===== config.mk =====
export PLATFORM = sky130hd
export DESIGN_NAME = sha256_block_seq
export DESIGN_NICKNAME = d
export VERILOG_FILES = /design/src/rtl/sha256_pkg.sv /design/src/rtl/sha256_blk_buf.sv /design/src/rtl/sha256_block_seq.sv
export SDC_FILE = /design/constraint.sdc
export NUM_CORES = 1
export LEC_CHECK = 0
export ABC_AREA = 1
export BUFFER_PORTS_ARGS = -buffer_cell sky130_fd_sc_hd__clkbuf_2
export CAP_MARGIN = 25
export CORE_ASPECT_RATIO = 1.1
export CORE_MARGIN = 2
export CORE_UTILIZATION = 56
export DETAILED_ROUTE_END_ITERATION = 8
export MAX_ROUTING_LAYER = met4
export PLACE_DENSITY = 0.8
export SLEW_MARGIN = 20
export SYNTH_ARGS = -nofsm -noshare
export SYNTH_HDL_FRONTEND = slang
export SYNTH_HIERARCHICAL = 1
export SYNTH_SLANG_ARGS = --single-unit

===== constraint.sdc =====
create_clock -name clk -period 2.6 [get_ports clk]
set_input_delay 0.13 -clock clk [delete_from_list [all_inputs] [get_ports clk]]
set_output_delay 0.13 -clock clk [all_outputs]
set_load 0.005 [all_outputs]

===== src/rtl/sha256_pkg.sv =====
// Shared definitions for the SHA-256 multi-block sequencer.
// State encoding, block geometry and the SHA-256 initial hash value.
package sha256_pkg;

    localparam int WORD_W    = 32;
    localparam int BLK_WORDS = 16;

    typedef logic [WORD_W-1:0] word_t;

    typedef enum logic [2:0] {
        IDLE  = 3'd0,
        FILL  = 3'd1,
        START = 3'd2,
        FEED  = 3'd3,
        WAIT  = 3'd4,
        DONE  = 3'd5
    } seq_state_t;

    // H0..H7, most significant word first
    localparam logic [8*WORD_W-1:0] IV = {
        32'h6a09e667, 32'hbb67ae85, 32'h3c6ef372, 32'ha54ff53a,
        32'h510e527f, 32'h9b05688c, 32'h1f83d9ab, 32'h5be0cd19
    };

endpackage


===== src/rtl/sha256_blk_buf.sv =====
// One-block message buffer: synchronous write port, asynchronous read port.
// Contents are not reset; every word is rewritten before it is read.
module sha256_blk_buf
    import sha256_pkg::*;
#(
    parameter int WORDS = BLK_WORDS,
    localparam int AW = $clog2(WORDS)
) (
    input  logic          clk,
    input  logic          we,
    input  logic [AW-1:0] waddr,
    input  word_t         wdata,
    input  logic [AW-1:0] raddr,
    output word_t         rdata
);

    word_t mem [WORDS];

    always_ff @(posedge clk) begin
        if (we) begin
            mem[waddr] <= wdata;
        end
    end

    assign rdata = mem[raddr];

endmodule


===== src/rtl/sha256_block_seq.sv =====
// Multi-block sequencer: buffers one block from the host word stream,
// then starts, feeds and waits on the SHA-256 core once per block.
module sha256_block_seq
    import sha256_pkg::*;
#(
    parameter int WORDS = BLK_WORDS,
    parameter int CNT_W = 8,
    parameter int TMO   = 255
) (
    input  logic             clk,
    input  logic             rst_n,
    input  logic             msg_start,
    input  logic [CNT_W-1:0] n_blocks,
    input  logic             abort,
    input  logic             word_valid,
    input  logic [31:0]      word_data,
    output logic             word_ready,
    output logic             core_start,
    output logic             core_init,
    output logic             core_wvalid,
    output logic [31:0]      core_wdata,
    input  logic             core_busy,
    output logic             seq_busy,
    output logic [CNT_W-1:0] blk_cnt,
    output logic             msg_done,
    output logic             err
);

    localparam int IW = $clog2(WORDS);
    localparam logic [IW-1:0] LAST = IW'(WORDS - 1);
    localparam logic [7:0] TMO_LAST = 8'(TMO - 1);

    seq_state_t       state;
    logic [IW-1:0]    widx;
    logic [IW-1:0]    ridx;
    logic [7:0]       tmo_cnt;
    logic [CNT_W-1:0] n_lat;
    logic [CNT_W-1:0] blk_nxt;
    word_t            rdata;
    word_t            wdata_q;
    logic             buf_we;
    logic             err_q;

    assign buf_we  = (state == FILL) && word_valid;
    assign blk_nxt = blk_cnt + CNT_W'(1);

    sha256_blk_buf #(
        .WORDS (WORDS)
    ) u_buf (
        .clk   (clk),
        .we    (buf_we),
        .waddr (widx),
        .wdata (word_data),
        .raddr (ridx),
        .rdata (rdata)
    );

    // Everything the host and core see is decoded from registers only
    assign word_ready  = (state == FILL);
    assign core_start  = (state == START);
    assign core_init   = (state == START) && (blk_cnt == '0);
    assign core_wvalid = (state == FEED);
    assign core_wdata  = (state == FEED) ? rdata : wdata_q;
    assign seq_busy    = (state != IDLE);
    assign msg_done    = (state == DONE);
    assign err         = err_q;

    always_ff @(posedge clk or negedge rst_n) begin
        if (!rst_n) begin
            state   <= IDLE;
            widx    <= '0;
            ridx    <= '0;
            tmo_cnt <= '0;
            n_lat   <= '0;
            blk_cnt <= '0;
            wdata_q <= '0;
            err_q   <= 1'b0;
        end else begin
            err_q <= 1'b0;
            if (state == FEED) begin
                wdata_q <= rdata;
            end
            if (abort) begin
                state   <= IDLE;
                widx    <= '0;
                ridx    <= '0;
                tmo_cnt <= '0;
            end else begin
                unique case (state)
                    IDLE: begin
                        if (msg_start) begin
                            if (n_blocks == '0) begin
                                err_q <= 1'b1;
                            end else begin
                                n_lat   <= n_blocks;
                                blk_cnt <= '0;
                                widx    <= '0;
                                state   <= FILL;
                            end
                        end
                    end
                    FILL: begin
                        if (word_valid) begin
                            if (widx == LAST) begin
                                widx  <= '0;
                                state <= START;
                            end else begin
                                widx <= widx + IW'(1);
                            end
                        end
                    end
                    START: begin
                        ridx  <= '0;
                        state <= FEED;
                    end
                    FEED: begin
                        if (ridx == LAST) begin
                            ridx    <= '0;
                            tmo_cnt <= '0;
                            state   <= WAIT;
                        end else begin
                            ridx <= ridx + IW'(1);
                        end
                    end
                    WAIT: begin
                        if (!core_busy) begin
                            blk_cnt <= blk_nxt;
                            state   <= (blk_nxt == n_lat) ? DONE : FILL;
                        end else if (tmo_cnt == TMO_LAST) begin
                            err_q   <= 1'b1;
                            tmo_cnt <= '0;
                            state   <= IDLE;
                        end else begin
                            tmo_cnt <= tmo_cnt + 8'd1;
                        end
                    end
                    DONE: begin
                        state <= IDLE;
                    end
                    default: begin
                        state <= IDLE;
                    end
                endcase
            end
        end
    end

endmodule


==> out/summary.json <==
{
  "routabilityCongestion": 0.864,
  "portBuffers": 92,
  "die-width_um": 208,
  "dr.pass1.iters": 6,
  "netlist_instances": 2519,
  "final.setup.tns_ps": 0,
  "die_area_sq_um": 47400,
  "reg2reg_setup_slack_ps": 300,
  "worst_ep_arrival_time_ps": 2470,
  "critical_path.startpoint_type": "flop",
  "antenna_violations_before_repair": 0,
  "clockRootBuffer": "sky130_fd_sc_hd__clkbuf_16",
  "final-setup-viol-count": 0,
  "ctsHtreeMaxLevel": 2,
  "detailedPlacementHpwl_mm": 36.4,
  "p_per_cell_area_nw_per_um2": 777,
  "fin_worst_hold_slack_ps": 3.43,
  "worst_clock_skew_ps": 28.1,
  "timing.reg2reg.worst_path_depth": 7,
  "peakVddDrop_uv": 503,
  "actual_slew_at_the_worst_max_slew_pin_ps": 625,
  "grt_pass1_wl_mm": 101,
  "globalRouteTotalUtil_pct": 28.2,
  "synth.avg_cell_area_sq_um": 10.2,
  "post_drt_via_cell_ratio": 5.78,
  "hold_end": "u_buf/mem[14][17]$_DFFE_PP_",
  "nNetsFinal": 2748,
  "first_global_vias": 18297,
  "min_from": "word_data[17]",
  "floorplan.core_area_sq_um": 45300,
  "crit_start": "ridx[2]$_DFFE_PN0P_",
  "worstHoldPathType": "primary input to flop",
  "effective_utilization_at_floorplan_pct": 56.4,
  "routed_wirelength_mm": 70.7,
  "multi_input_comb_area_sq_um": 6410,
  "post-route-period-util_pct": 99.9,
  "slew_viol_final": 0,
  "worst_path_maximum_fanout": 24,
  "pre_cts_ws_ps": 419,
  "cp_data_required_time_ps": 2470,
  "regToRegEndpoint": "u_buf/mem[3][8]$_DFFE_PP_",
  "numPlacedInstances": 3151,
  "route.detailed.wl_per_inst_um": 21.2,
  "r2r-start": "state[2]$_DFFE_PN0P_",
  "critical_path_class": "flop to output pin",
  "timing_hold_violations_final": 0,
  "fin_crit_ps": 2600,
  "detail-route-antenna-nets": 0,
  "vias": 19233,
  "post-route-worst-setup-slack_ps": 3.41,
  "hold_depth": 1,
  "tritoncts": "done",
  "grt_overflow_total": 0,
  "drc": 0,
  "syn2layout_area_growth_pct": 18.6,
  "netlist_area_sq_um": 25600,
  "worstSetupEndpointType": "output pin",
  "drt_iter0_drc": 2784,
  "layoutNonFillerInstCount": 3330,
  "grt_max_degree": 69,
  "std_cell_rows": 82,
  "rsz0062_at_grt": "true",
  "f_max_mhz": 385,
  "synth_warnings": 6,
  "cts.sinks": 580,
  "numCtsBuffers": 57,
  "yosysSeqAreaShare_pct": 66.8,
  "post_synthesis_cell_type_count": 36,
  "relSlewSlack_pct": 58.3,
  "clk_pin_slew_worst_paths_ps": 60,
  "clk_latency_ps": 630,
  "seq_cells_post_synth": 580,
  "outcome": "complete, no violations",
  "fraction_of_final_layout_cells_with_drive_strength_greater_than_1_pct": 14.3,
  "die_height_um": 228,
  "ios": 93,
  "max-cap-violations": 0,
  "final.fill_count": 3050,
  "fin_util_pct": 66.9,
  "cts_max_path_buffers": 3,
  "final-seq-area_sq_um": 17100,
  "syn_nets": 2571,
  "leak_pwr_nw": 13.2
}
## synth_stat cells
cell	n	area, sq um
sky130_fd_sc_hd__nand2_1	842	3160
sky130_fd_sc_hd__edfxtp_1	512	15400
sky130_fd_sc_hd__inv_1	427	1600
sky130_fd_sc_hd__nand3_1	406	2030
sky130_fd_sc_hd__dfrtp_1	68	1700
sky130_fd_sc_hd__buf_2	42	210
sky130_fd_sc_hd__nor2_1	39	146
sky130_fd_sc_hd__buf_6	31	349
sky130_fd_sc_hd__o21ai_0	18	90.1
sky130_fd_sc_hd__buf_1	17	63.8
sky130_fd_sc_hd__clkbuf_1	16	60.1
sky130_fd_sc_hd__o21ai_2	11	96.3
sky130_fd_sc_hd__nand2_2	9	56.3
sky130_fd_sc_hd__nand4_1	8	50.1
sky130_fd_sc_hd__buf_4	7	52.6
sky130_fd_sc_hd__o22ai_1	7	43.8
sky130_fd_sc_hd__ha_1	6	75.1
sky130_fd_sc_hd__inv_2	6	22.5
sky130_fd_sc_hd__nand3_2	6	60.1
sky130_fd_sc_hd__nand3b_1	6	45.0
sky130_fd_sc_hd__nor2_2	6	37.5
sky130_fd_sc_hd__xor2_1	5	43.8
sky130_fd_sc_hd__a21oi_1	4	20.0
sky130_fd_sc_hd__nor2_4	4	45.0
sky130_fd_sc_hd__inv_4	3	18.8
sky130_fd_sc_hd__a32o_1	2	20.0
sky130_fd_sc_hd__nor3_1	2	10.0
sky130_fd_sc_hd__a21boi_0	1	7.51
sky130_fd_sc_hd__buf_12	1	20.0
sky130_fd_sc_hd__clkinv_1	1	3.75
sky130_fd_sc_hd__nand2_4	1	11.3
sky130_fd_sc_hd__nand3_4	1	17.5
sky130_fd_sc_hd__nor4_1	1	6.26
sky130_fd_sc_hd__o21bai_1	1	7.51
sky130_fd_sc_hd__o31ai_1	1	7.51
sky130_fd_sc_hd__or2_2	1	6.26
## sequential cells by signal, indices dropped and copies added (netlist names), 3 cells and up
register / flops
blk_cnt: 8
n_lat: 8
u_buf/mem: 512
widx: 4
tmo_cnt: 8
ridx: 4
state: 3
wdata_q: 32
## worst max path at each step
| stage | end | cells past startpoint |
|---|---|---|
| floorplan | u_buf/mem[12][0]$_DFFE_PP_ | 5 |
| global placement | u_buf/mem[3][1]$_DFFE_PP_ | 7 |
| detailed placement | tmo_cnt[7]$_DFFE_PN0P_ | 8 |
| CTS | core_wdata[21] | 9 |
| global route | core_wdata[21] | 12 |
| finish | core_wdata[25] | 8 |
## report_power, final
part / leakage (nW) / switching [mW] / total [mW] / internal (mW)
logic: 6.76 / 2.67 / 4.16 / 1.49
registers: 5.49 / 0.221 / 10.8 / 10.6
clock network: 0.922 / 3.54 / 8.59 / 5.05
## critical path, cell delays in order (launching register included)
cell and delay, ps:
sky130_fd_sc_hd__dfrtp_2 430, sky130_fd_sc_hd__inv_4 350, sky130_fd_sc_hd__buf_4 330, sky130_fd_sc_hd__nand3_1 170, sky130_fd_sc_hd__nand3_1 180, sky130_fd_sc_hd__nand2_1 110
sky130_fd_sc_hd__nand2_1 80, sky130_fd_sc_hd__nand2_1 60, sky130_fd_sc_hd__clkbuf_2 110
## layer usage
metal	global-route usage, %	wire length (um)	up-vias
met4	11.6	2960	0
met3	5.23	8670	240
met5	-	0	-
li1	-	-	8499
met1	36.1	25200	9053
met2	44.5	33800	1441
## repair_timing
item | 4_1_cts | 5_1_grt
buffers inserted | 7 | 8
hold endpoints to repair | 397 | 8
cloned | 5 | 16
endpoints found under the setup margin | 32 | 32
gates resized for setup | 17 | 68
hold buffers | 36 | 1
pin swaps | 0 | 6
## through the flow
step	instance area [sq um]	power [mW]
floorplan	25600	13.2
global placement	27100	14.3
detailed placement	27100	14.4
CTS	29600	23.1
global route	30300	24.3
finish	30300	23.6
## logic make-up (layout without fill, tap and decap cells)
kind of cell / after synthesis / in the layout / share of synthesized area, %
and+or+nand+nor: 1332 / 1333 / 22.2
DFF: 580 / 580 / 66.8
buffers and inverters: 551 / 772 / 9.40
AOI/OAI and AO/OA: 45 / 45 / 1.14
adders and majority gates: 6 / 6 / 0.294
xor gates and xnor gates: 5 / 5 / 0.171
other: 0 / 1 / 0
## cell usage in the layout (no fill, tap or decap), types with 7 or more instances in the layout
cell type	n
sky130_fd_sc_hd__o21ai_0	18
sky130_fd_sc_hd__clkinv_2	8
sky130_fd_sc_hd__clkbuf_2	91
sky130_fd_sc_hd__edfxtp_1	512
sky130_fd_sc_hd__buf_16	14
sky130_fd_sc_hd__dfrtp_1	63
sky130_fd_sc_hd__nand2_2	21
sky130_fd_sc_hd__buf_4	38
sky130_fd_sc_hd__o21ai_2	11
sky130_fd_sc_hd__inv_1	426
sky130_fd_sc_hd__buf_12	28
sky130_fd_sc_hd__nand3_2	38
sky130_fd_sc_hd__dlygate4sd3_1	37
sky130_fd_sc_hd__nor2_4	20
sky130_fd_sc_hd__o22ai_1	7
sky130_fd_sc_hd__nand4_1	8
sky130_fd_sc_hd__clkbuf_1	16
sky130_fd_sc_hd__nand3_1	375
sky130_fd_sc_hd__nand2_1	830
sky130_fd_sc_hd__nor2_1	23
sky130_fd_sc_hd__bufinv_16	9
sky130_fd_sc_hd__clkbuf_16	71
## layout make-up
type | instances | area share [%]
antenna | 1 | 0.00825
clock buffer | 75 | 5.06
clock inverter | 29 | 1.27
inverter | 437 | 5.54
multi-input combinational | 1389 | 21.1
sequential | 580 | 56.3
tap | 588 | 2.42
timing repair buffer | 228 | 8.05
timing repair inverter | 3 | 0.190
No activity file was read; power rests on OpenSTA's default activity.
